## config.mk

```make
export PLATFORM = sky130hd
export DESIGN_NAME = cordic_vector_flat
export DESIGN_NICKNAME = d
export VERILOG_FILES = /design/src/rtl/cordic_vector_if.sv /design/src/rtl/cordic_vector.sv /design/src/flat_wrapper.sv
export SDC_FILE = /design/constraint.sdc
export NUM_CORES = 1
export LEC_CHECK = 0
export CAP_MARGIN = 40
export CORE_UTILIZATION = 60
export CTS_CLUSTER_SIZE = 25
export DETAILED_ROUTE_END_ITERATION = 7
export PLACE_DENSITY = 0.82
export SLEW_MARGIN = 20
export SYNTH_ARGS = -nofsm -noshare
export SYNTH_HDL_FRONTEND = slang
export SYNTH_SLANG_ARGS = --single-unit
export TNS_END_PERCENT = 50
```

## constraint.sdc

```tcl
create_clock -name clk_i -period 5.3 [get_ports clk_i]
set_clock_uncertainty 0.15 [all_clocks]
set_input_delay 1.06 -clock clk_i [delete_from_list [all_inputs] [get_ports clk_i]]
set_output_delay 1.06 -clock clk_i [all_outputs]
set_load 0.02 [all_outputs]
```

## src/rtl/cordic_vector_if.sv

```systemverilog
// Handshake and data bundle for the vectoring CORDIC: sample in, polar result out.
// Signal names match the block's port list so waveforms read the same from either side.
interface cordic_vector_if #(
    parameter int DW = 8,
    parameter int AW = 11
);
    logic                 in_valid_i;
    logic                 in_ready_o;
    logic signed [DW-1:0] x_i;
    logic signed [DW-1:0] y_i;
    logic                 out_valid_o;
    logic                 out_ready_i;
    logic signed [AW-1:0] angle_o;
    logic        [9:0]    mag_o;

    modport slave (
        input  in_valid_i, x_i, y_i, out_ready_i,
        output in_ready_o, out_valid_o, angle_o, mag_o
    );

    modport master (
        output in_valid_i, x_i, y_i, out_ready_i,
        input  in_ready_o, out_valid_o, angle_o, mag_o
    );
endinterface

```

## src/rtl/cordic_vector.sv

```systemverilog
// Iterative vectoring CORDIC: one micro-rotation per clock, returns atan2(y, x)
// in 256 LSB/rad units and the gain-scaled magnitude.
//
// state | meaning
// IDLE  | waiting for a sample, in_ready_o = 1
// BUSY  | eight micro-rotations, step_q = 0..7
// DONE  | result presented, out_valid_o = 1 until out_ready_i
module cordic_vector #(
    parameter int DW = 8,
    parameter int IW = 11,
    parameter int AW = 11
) (
    input  logic             clk_i,
    input  logic             rst_n_i,
    cordic_vector_if.slave   bus
);

    typedef enum logic [1:0] {
        S_IDLE = 2'd0,
        S_BUSY = 2'd1,
        S_DONE = 2'd2
    } state_t;

    localparam logic signed [AW-1:0] ANG_PI = AW'(804);

    state_t               state_q, state_d;
    logic [2:0]           step_q, step_d;
    logic signed [IW-1:0] x_q, x_d;
    logic signed [IW-1:0] y_q, y_d;
    logic signed [AW-1:0] z_q, z_d;
    logic                 zero_q, zero_d;
    logic signed [AW-1:0] angle_q, angle_d;
    logic [9:0]           mag_q, mag_d;

    logic signed [IW-1:0] x_in, y_in;
    logic signed [IW-1:0] x_sh, y_sh;
    logic signed [AW-1:0] atan_step;

    function automatic logic signed [AW-1:0] atan_lut(input logic [2:0] i);
        logic signed [AW-1:0] a;
        case (i)
            3'd0:    a = AW'(201);
            3'd1:    a = AW'(119);
            3'd2:    a = AW'(63);
            3'd3:    a = AW'(32);
            3'd4:    a = AW'(16);
            3'd5:    a = AW'(8);
            3'd6:    a = AW'(4);
            default: a = AW'(2);
        endcase
        return a;
    endfunction

    // Widening before the pre-rotation keeps -(-128) representable.
    assign x_in = {{(IW-DW){bus.x_i[DW-1]}}, bus.x_i};
    assign y_in = {{(IW-DW){bus.y_i[DW-1]}}, bus.y_i};

    assign x_sh      = x_q >>> step_q;
    assign y_sh      = y_q >>> step_q;
    assign atan_step = atan_lut(step_q);

    always_comb begin
        state_d = state_q;
        step_d  = step_q;
        x_d     = x_q;
        y_d     = y_q;
        z_d     = z_q;
        zero_d  = zero_q;
        angle_d = angle_q;
        mag_d   = mag_q;

        case (state_q)
            S_IDLE: begin
                if (bus.in_valid_i) begin
                    state_d = S_BUSY;
                    step_d  = 3'd0;
                    zero_d  = (x_in == '0) && (y_in == '0);
                    if (x_in[IW-1]) begin
                        x_d = -x_in;
                        y_d = -y_in;
                        z_d = y_in[IW-1] ? -ANG_PI : ANG_PI;
                    end else begin
                        x_d = x_in;
                        y_d = y_in;
                        z_d = '0;
                    end
                end
            end

            S_BUSY: begin
                if (!y_q[IW-1]) begin
                    x_d = x_q + y_sh;
                    y_d = y_q - x_sh;
                    z_d = z_q + atan_step;
                end else begin
                    x_d = x_q - y_sh;
                    y_d = y_q + x_sh;
                    z_d = z_q - atan_step;
                end
                step_d = step_q + 3'd1;
                if (step_q == 3'd7) begin
                    state_d = S_DONE;
                    angle_d = zero_q ? '0 : z_d;
                    mag_d   = zero_q ? '0 : x_d[9:0];
                end
            end

            S_DONE: begin
                if (bus.out_ready_i) begin
                    state_d = S_IDLE;
                end
            end

            default: begin
                state_d = S_IDLE;
            end
        endcase
    end

    always_ff @(posedge clk_i or negedge rst_n_i) begin
        if (!rst_n_i) begin
            state_q <= S_IDLE;
            step_q  <= '0;
            x_q     <= '0;
            y_q     <= '0;
            z_q     <= '0;
            zero_q  <= 1'b0;
            angle_q <= '0;
            mag_q   <= '0;
        end else begin
            state_q <= state_d;
            step_q  <= step_d;
            x_q     <= x_d;
            y_q     <= y_d;
            z_q     <= z_d;
            zero_q  <= zero_d;
            angle_q <= angle_d;
            mag_q   <= mag_d;
        end
    end

    assign bus.in_ready_o  = (state_q == S_IDLE);
    assign bus.out_valid_o = (state_q == S_DONE);
    assign bus.angle_o     = angle_q;
    assign bus.mag_o       = mag_q;

endmodule

```

## src/flat_wrapper.sv

```systemverilog
// flat-port wrapper written by rule: the top's interface ports become plain ports
module cordic_vector_flat 
#(
    parameter int DW = 8,
    parameter int IW = 11,
    parameter int AW = 11
)
  (clk_i, rst_n_i, bus_in_valid_i, bus_x_i, bus_y_i, bus_out_ready_i, bus_in_ready_o, bus_out_valid_o, bus_angle_o, bus_mag_o);
  cordic_vector_if #(.DW(DW), .AW(AW)) bus_i ();
  input  logic clk_i;
  input  logic rst_n_i;
  input wire logic [$bits(bus_i.in_valid_i)-1:0] bus_in_valid_i;
  input wire logic [$bits(bus_i.x_i)-1:0] bus_x_i;
  input wire logic [$bits(bus_i.y_i)-1:0] bus_y_i;
  input wire logic [$bits(bus_i.out_ready_i)-1:0] bus_out_ready_i;
  output wire logic [$bits(bus_i.in_ready_o)-1:0] bus_in_ready_o;
  output wire logic [$bits(bus_i.out_valid_o)-1:0] bus_out_valid_o;
  output wire logic [$bits(bus_i.angle_o)-1:0] bus_angle_o;
  output wire logic [$bits(bus_i.mag_o)-1:0] bus_mag_o;
  assign bus_i.in_valid_i = bus_in_valid_i;
  assign bus_i.x_i = bus_x_i;
  assign bus_i.y_i = bus_y_i;
  assign bus_i.out_ready_i = bus_out_ready_i;
  assign bus_in_ready_o = bus_i.in_ready_o;
  assign bus_out_valid_o = bus_i.out_valid_o;
  assign bus_angle_o = bus_i.angle_o;
  assign bus_mag_o = bus_i.mag_o;
  cordic_vector #(.DW(DW), .IW(IW), .AW(AW)) u_core (.clk_i(clk_i), .rst_n_i(rst_n_i), .bus(bus_i));
endmodule
```

==> results of run 1 <==
==> sequential cells by signal, indices dropped and copies added, names as in the netlist <==
| signal | count |
|---|---|
| u_core.bus.angle_o | 11 |
| u_core.step_q | 3 |
| u_core.bus.mag_o | 10 |
| u_core.x_q | 11 |
| u_core.z_q | 11 |
| u_core.y_q | 11 |
| u_core.zero_q | 1 |
| u_core.state_q | 2 |
==> critical path: stages, from the launching register on <==
cell	delay, ns
dfrtp_1	0.79
buf_4	0.35
mux4_2	0.34
or3_1	0.37
o31a_1	0.11
nand4bb_1	0.26
o31ai_1	0.33
xor2_1	0.18
a2bb2oi_1	0.09
ha_1	0.39
a21oi_1	0.29
nand2_1	0.10
o21ai_1	0.23
o21a_1	0.20
nor3_1	0.05
o21ai_1	0.16
o311ai_1	0.10
==> cells by family after synthesis <==
group | Yosys count | synth area share
AO/OA/AOI/OAI | 198 | 0.229
XOR/XNOR | 47 | 0.0740
adder cells (fa/ha/maj) | 45 | 0.105
buffers and inverters | 63 | 0.0477
flip-flops | 60 | 0.270
multiplexers | 35 | 0.102
AND/OR/NAND/NOR | 208 | 0.172
==> placed cells by master, fill, tap and decap left out, types with 10 or more instances in the layout <==
master,n
dfrtp_1,60
o21ai_0,32
a21o_1,10
inv_1,24
nor2_1,53
clkdlybuf4s50_1,41
a21oi_1,41
o211ai_1,11
a22o_1,10
nor3_1,14
ha_1,42
xor2_1,23
mux2i_1,15
a31oi_1,10
o31ai_1,19
nor2b_1,10
nand2_1,80
mux4_2,14
o21ai_1,20
nand3_1,10
xnor2_1,24
nand2b_1,10
==> final timing paths <==
| check | end | slack (ns) | depth (start not counted) |
|---|---|---|---|
| min in group asynchronous | u_core.bus.angle_o[1]$_DFFE_PN0P_ | 0.55 | 2 |
| worst min register to register | u_core.bus.mag_o[6]$_DFFE_PN0P_ | 0.33 | 2 |
| worst min-delay path | u_core.bus.mag_o[6]$_DFFE_PN0P_ | 0.33 | 2 |
| worst max register to register | u_core.y_q[10]$_DFFE_PN0P_ | 0.66 | 16 |
| max in group asynchronous | u_core.y_q[4]$_DFFE_PN0P_ | 3.93 | 3 |
| worst max-delay path | u_core.y_q[10]$_DFFE_PN0P_ | 0.66 | 16 |
==> final cells by class <==
class | instances | share of cell area
clock buffer | 9 | 0.0198
tap | 108 | 0.0216
timing repair buffer | 53 | 0.0841
sequential | 60 | 0.240
clock inverter | 6 | 0.0106
inverter | 26 | 0.0156
multi-input combinational | 533 | 0.608
==> through the flow <==
stage	hold WS [ns]	setup slack, ns	utilization	instance area, µm²
floorplan	0.319	1.37	-	5570
global placement	0.310	0.855	0.679	6010
detailed placement	0.315	0.727	0.681	6030
CTS	0.334	0.676	0.702	6220
global route	0.350	0.307	0.706	6250
finish	0.331	0.661	0.706	6250
==> routing by layer <==
metal	GRT usage	wire [µm]
met3	0.0358	1060
met4	0.139	484
met5	0	0
met2	0.545	7200
met1	0.411	6220
==> summary.md, run 1 <==
| Metric | Value |
|---|---|
| Status | finished, violations left |
| Failing checks | design-rule violations |
| Core ar. | roughly 8800 µm² |
| EDFF count, synth | 0 |
| # IOs | between 40 and 50 |
| Synth top cells by count | nand2_1 (80), dfrtp_1 (60), nor2_1 (53) |
| Syn Inst Count | between 600 and 700 |
| Worst rel slew slack | 0.496 |
| Worst setup EP type | flip-flop |
| Worst-margin pin slew | ~0.75 ns |
| Final hold violations | 0 |
| Placed Instances | between 700 and 800 |
| Post-route ant nets | 0 |
| Ys Warns | 0 |
| Die height | 98.3 µm |
| Area contributors post-synth | dfrtp_1 (27%), ha_1 (9.4%), mux4_2 (5.7%) |
| RSZ-0062 raised after global routing | false |
| Register Area | 1500 µm² |
| Fin nets | 748 |
| Post-synthesis sequential area ratio | 0.270 |
| Fin crit share | 0.875 |
| Final Max Slew Viols | 0 |
| FF-to-FF Start | u_core.step_q[0]$_DFFE_PN0P_ |
| Net Count, Synth | between 700 and 800 |
| Die width | 98.3 µm |
| First-pass GRT wire length | about 25 mm |
| Vias in the first global route | approximately 5000 |
| Layout area overhead | 12.3% |
| Yosys top cell by area | dfrtp_1 |
| DR iter-0 viols | around 520 |
| Synth top area share | 0.270 |
| Vias per cell | about 6.6 |
| Antenna violations before repair | 0 |
| Grt total ovfl | 0 |
| Synth Flop Type | dfrtp_1 |
| Root buffer cell | clkbuf_8 |
| Detailed Place HPWL | around 11 mm |
| Setup violations, final | 0 |
| Die ar. | 9660 µm² |
| Clock transition at path regs | roughly 0.07 ns |
| Flops & latches, synth | 60 |
| Clk buf depth | 2 |
| Drt first pass iters | 8 |
| Hold_buf cts | 0 |
| Area of the multi-input gates | approximately 3800 µm² |
| Final Non-Filler Cells | 795 |
| Hold Path Class | flip-flop to flip-flop |
| Synth async-reset ratio | 1.00 |
| Distinct cell type count after synthesis | between 60 and 70 |
| Syn Std Cell Area | ~5600 µm² |
| Worst-path fanout max | 17 |
| Final wirelength | between 10 and 15 mm |
| GRT Total Usage | 0.319 |
| H-tree depth | 3 |
| Post-CTS Setup Bufs | 0 |
| Drt wl/cell | around 19 µm |
| Largest net degree at the start of global routing | 61 |
| CTS Sinks | 60 |
| Data arrival time of the critical path | approximately 4.7 ns |
| Ant diodes | 0 |
| Vias | ~5200 |
| Fmax | about 220 MHz |
| Routability cong. | 0.913 |
| Post_cts resized | 0 |
| Worst Setup SP | u_core.step_q[0]$_DFFE_PN0P_ |
| Fin crit period | between 4 and 5 ns |
| Clock latency on the worst-skew pair | roughly 0.34 ns |
| Starting Density | 0.629 |
| CTS Buf Count | 9 |
| TNS Setup | 0 ns |
| Setup CP Type | flip-flop to flip-flop |
| Num rows | 34 |
| I/O Buffers | 42 |
| Min-delay src | u_core.bus.mag_o[6]$_DFFE_PN0P_ |
| Most frequent cell after synthesis | nand2_1 |
| Startpoint types | flip-flop |
| DRC | 2 |
| Fillers | ~720 |
| Max Cap Viol | 0 |
| CTS tree | yes |
| Synth Area per Inst | approximately 8.5 µm² |
| Worst EP required | between 5 and 6 ns |
| Layout cell share with drive strength beyond 1 | 0.0728 |
Power of run 1 is left out: the tool's default activity adds up to more than one toggle a clock period on the data nets, which glitch-free logic cannot reach.
==> run 2: changes to the inputs <==
- CORE_UTILIZATION: 60 -> 30
- PLACE_DENSITY: 0.82 -> 0.54
==> run 2 against run 1 <==
Against the previous run:
- the run now ends clean
- wire length is 7.6% higher
- sequential share of layout area is 0.93 points lower
- register-to-register slack hardly changed
- via count is 2.3% lower
- highest routed layer unchanged
- sequential cell count stayed put
- non-clock buffer count stayed put
- first-iteration DRC count is 38% lower
==> summary.md, run 2 (synthesis gave the netlist of run 1 again) <==
| Metric | Value |
|---|---|
| Clk buf depth | 2 |
| Global Route met1 Usage | 0.232 |
| Final Max Slew Viols | 0 |
| Hold_buf cts | 0 |
| Min-delay src | u_core.bus.angle_o[1]$_DFFE_PN0P_ |
| Starting Density | 0.308 |
| DRC | 0 |
| Status | completed |
| Num rows | 49 |
| Met2 GRT Util | 0.284 |
| Fin crit share | 0.873 |
| Die ar. | around 19000 µm² |
| Fillers | roughly 1800 |
| Core ar. | about 18000 µm² |
| Vias | 5088 |
| Data arrival time of the critical path | ~4.7 ns |
| CTS tree | yes |
| Setup CP Type | flip-flop to flip-flop |
| Clock transition at path regs | ~0.060 ns |
| Register Area | roughly 1500 µm² |
| Detailed Place HPWL | approximately 12 mm |
| Startpoint types | flip-flop |
| I/O Buffers | 42 |
| Worst Hold Depth | 2 |
| Routability cong. | roughly 0.90 |
| Most frequent cells in the layout | nand2_1 (80), dfrtp_1 (60), nor2_1 (53) |
| Worst EP required | around 5.4 ns |
| Clock latency on the worst-skew pair | roughly 0.34 ns |
| Largest net degree at the start of global routing | 61 |
| Final hold violations | 0 |
| Grt total ovfl | 0 |
| Flop2flop setup slack | between 0.6 and 0.7 ns |
| Worst rel slew slack | 0.451 |
| Worst-margin pin slew | 0.821 ns |
| WHS Endpoint | u_core.bus.angle_o[1]$_DFFE_PN0P_ |
| Post-route ant nets | 0 |
| Fin crit period | ~4.6 ns |
| Post-CTS Setup Bufs | 0 |
| First-pass GRT wire length | roughly 26 mm |
| Layout area overhead | 16.8% |
| Post_cts resized | 0 |
| RSZ-0062 raised after global routing | false |
| CTS Buf Count | 9 |
| Hold Path Class | flip-flop to flip-flop |
| # IOs | 43 |
| CTS Sinks | 60 |
| TNS Setup | 0 ns |
| Area of the multi-input gates | between 3000 and 4000 µm² |
| Grt met3 use | 0.0260 |
| Worst setup EP type | flip-flop |
| Most common cell after layout, fill and taps aside | nand2_1 |
| Fmax | 216 MHz |
| Reg2reg path depth | 15 |
| Ant diodes | 0 |
| GRT Total Usage | 0.174 |
| Max Cap Viol | 0 |
| Die width | about 140 µm |
| Final wirelength | between 15 and 20 mm |
| FF-to-FF Start | u_core.step_q[0]$_DFFE_PN0P_ |
| Setup violations, final | 0 |
| Worst-path fanout max | 23 |
| DR iter-0 viols | around 320 |
| Drt first pass iters | 5 |
| Worst reg2reg endpoint | u_core.y_q[10]$_DFFE_PN0P_ |
| Drt wl/cell | 17.6 µm |
| Root buffer cell | clkbuf_16 |
| Vias per cell | between 5 and 6 |
| Fin nets | ~750 |
| Die height | about 140 µm |
| Vias in the first global route | between 4000 and 5000 |
| H-tree depth | 3 |
| Layout cell share with drive strength beyond 1 | 0.0741 |
| Busiest grt layer | met2 |
| Antenna violations before repair | 0 |
-- run 2: cell count changes in the layout (fill, tap and decap cells not counted), sizes merged --
cell / previous run / this run
bufinv: 1 / 0
clkinvlp: 3 / 4
clkinv: 2 / 0
clkbuf: 9 / 10
inv: 26 / 28
-- run 2: layer usage --
metal,part of all wire,routed length [µm]
met1,0.47,7620
met2,0.47,7500
met3,0.033,537
met4,0.027,441
met5,0,0
-- run 2: critical path: stages, from the launching register on --
cell and delay [ns]:
dfrtp_1 0.60, buf_4 0.37, mux4_2 0.61, a21oi_1 0.41
nand4bb_1 0.27, o31ai_1 0.31, xor2_1 0.17, a2bb2oi_1 0.09
ha_1 0.39, a21oi_1 0.26, nand2_1 0.08, o21ai_1 0.26
o21a_1 0.19, nor3_1 0.05, o21ai_1 0.16, o311ai_1 0.11
-- run 2: area by class of cell --
cell class / instances / share of cell area
inverters: 26 / 0.0150
flip-flops and latches: 60 / 0.231
well taps: 229 / 0.0441
repair buffers: 53 / 0.0814
multi-input cells: 533 / 0.585
clock inverters: 6 / 0.00731
clock buffers: 10 / 0.0368
-- run 2: worst max path at each step --
stage | cells after the start | from | slack, ns | to
after CTS | 15 | u_core.step_q[0]$_DFFE_PN0P_ | 0.69 | u_core.y_q[10]$_DFFE_PN0P_
final | 15 | u_core.step_q[0]$_DFFE_PN0P_ | 0.67 | u_core.y_q[10]$_DFFE_PN0P_
after global placement | 15 | u_core.step_q[1]$_DFFE_PN0P_ | 0.85 | u_core.y_q[10]$_DFFE_PN0P_
after floorplan | 18 | u_core.step_q[2]$_DFFE_PN0P_ | 1.37 | u_core.bus.angle_o[8]$_DFFE_PN0P_
after detailed placement | 15 | u_core.step_q[0]$_DFFE_PN0P_ | 0.73 | u_core.y_q[10]$_DFFE_PN0P_
after global routing | 15 | u_core.step_q[0]$_DFFE_PN0P_ | 0.25 | u_core.y_q[10]$_DFFE_PN0P_
-- run 2: per-stage QoR --
step / instance area, µm² / hold slack (ns) / setup WS, ns / utilization / std cells
5_1_grt: 6500 / 0.354 / 0.253 / 0.360 / 917
2_1_floorplan: 5570 / 0.319 / 1.37 / - / 656
3_3_place_gp: 6160 / 0.314 / 0.850 / 0.341 / 898
6_report: 6500 / 0.333 / 0.672 / 0.360 / 917
4_1_cts: 6460 / 0.336 / 0.690 / 0.357 / 915
3_5_place_dp: 6180 / 0.323 / 0.729 / 0.342 / 899
Power of run 2 is left out for the same reason.
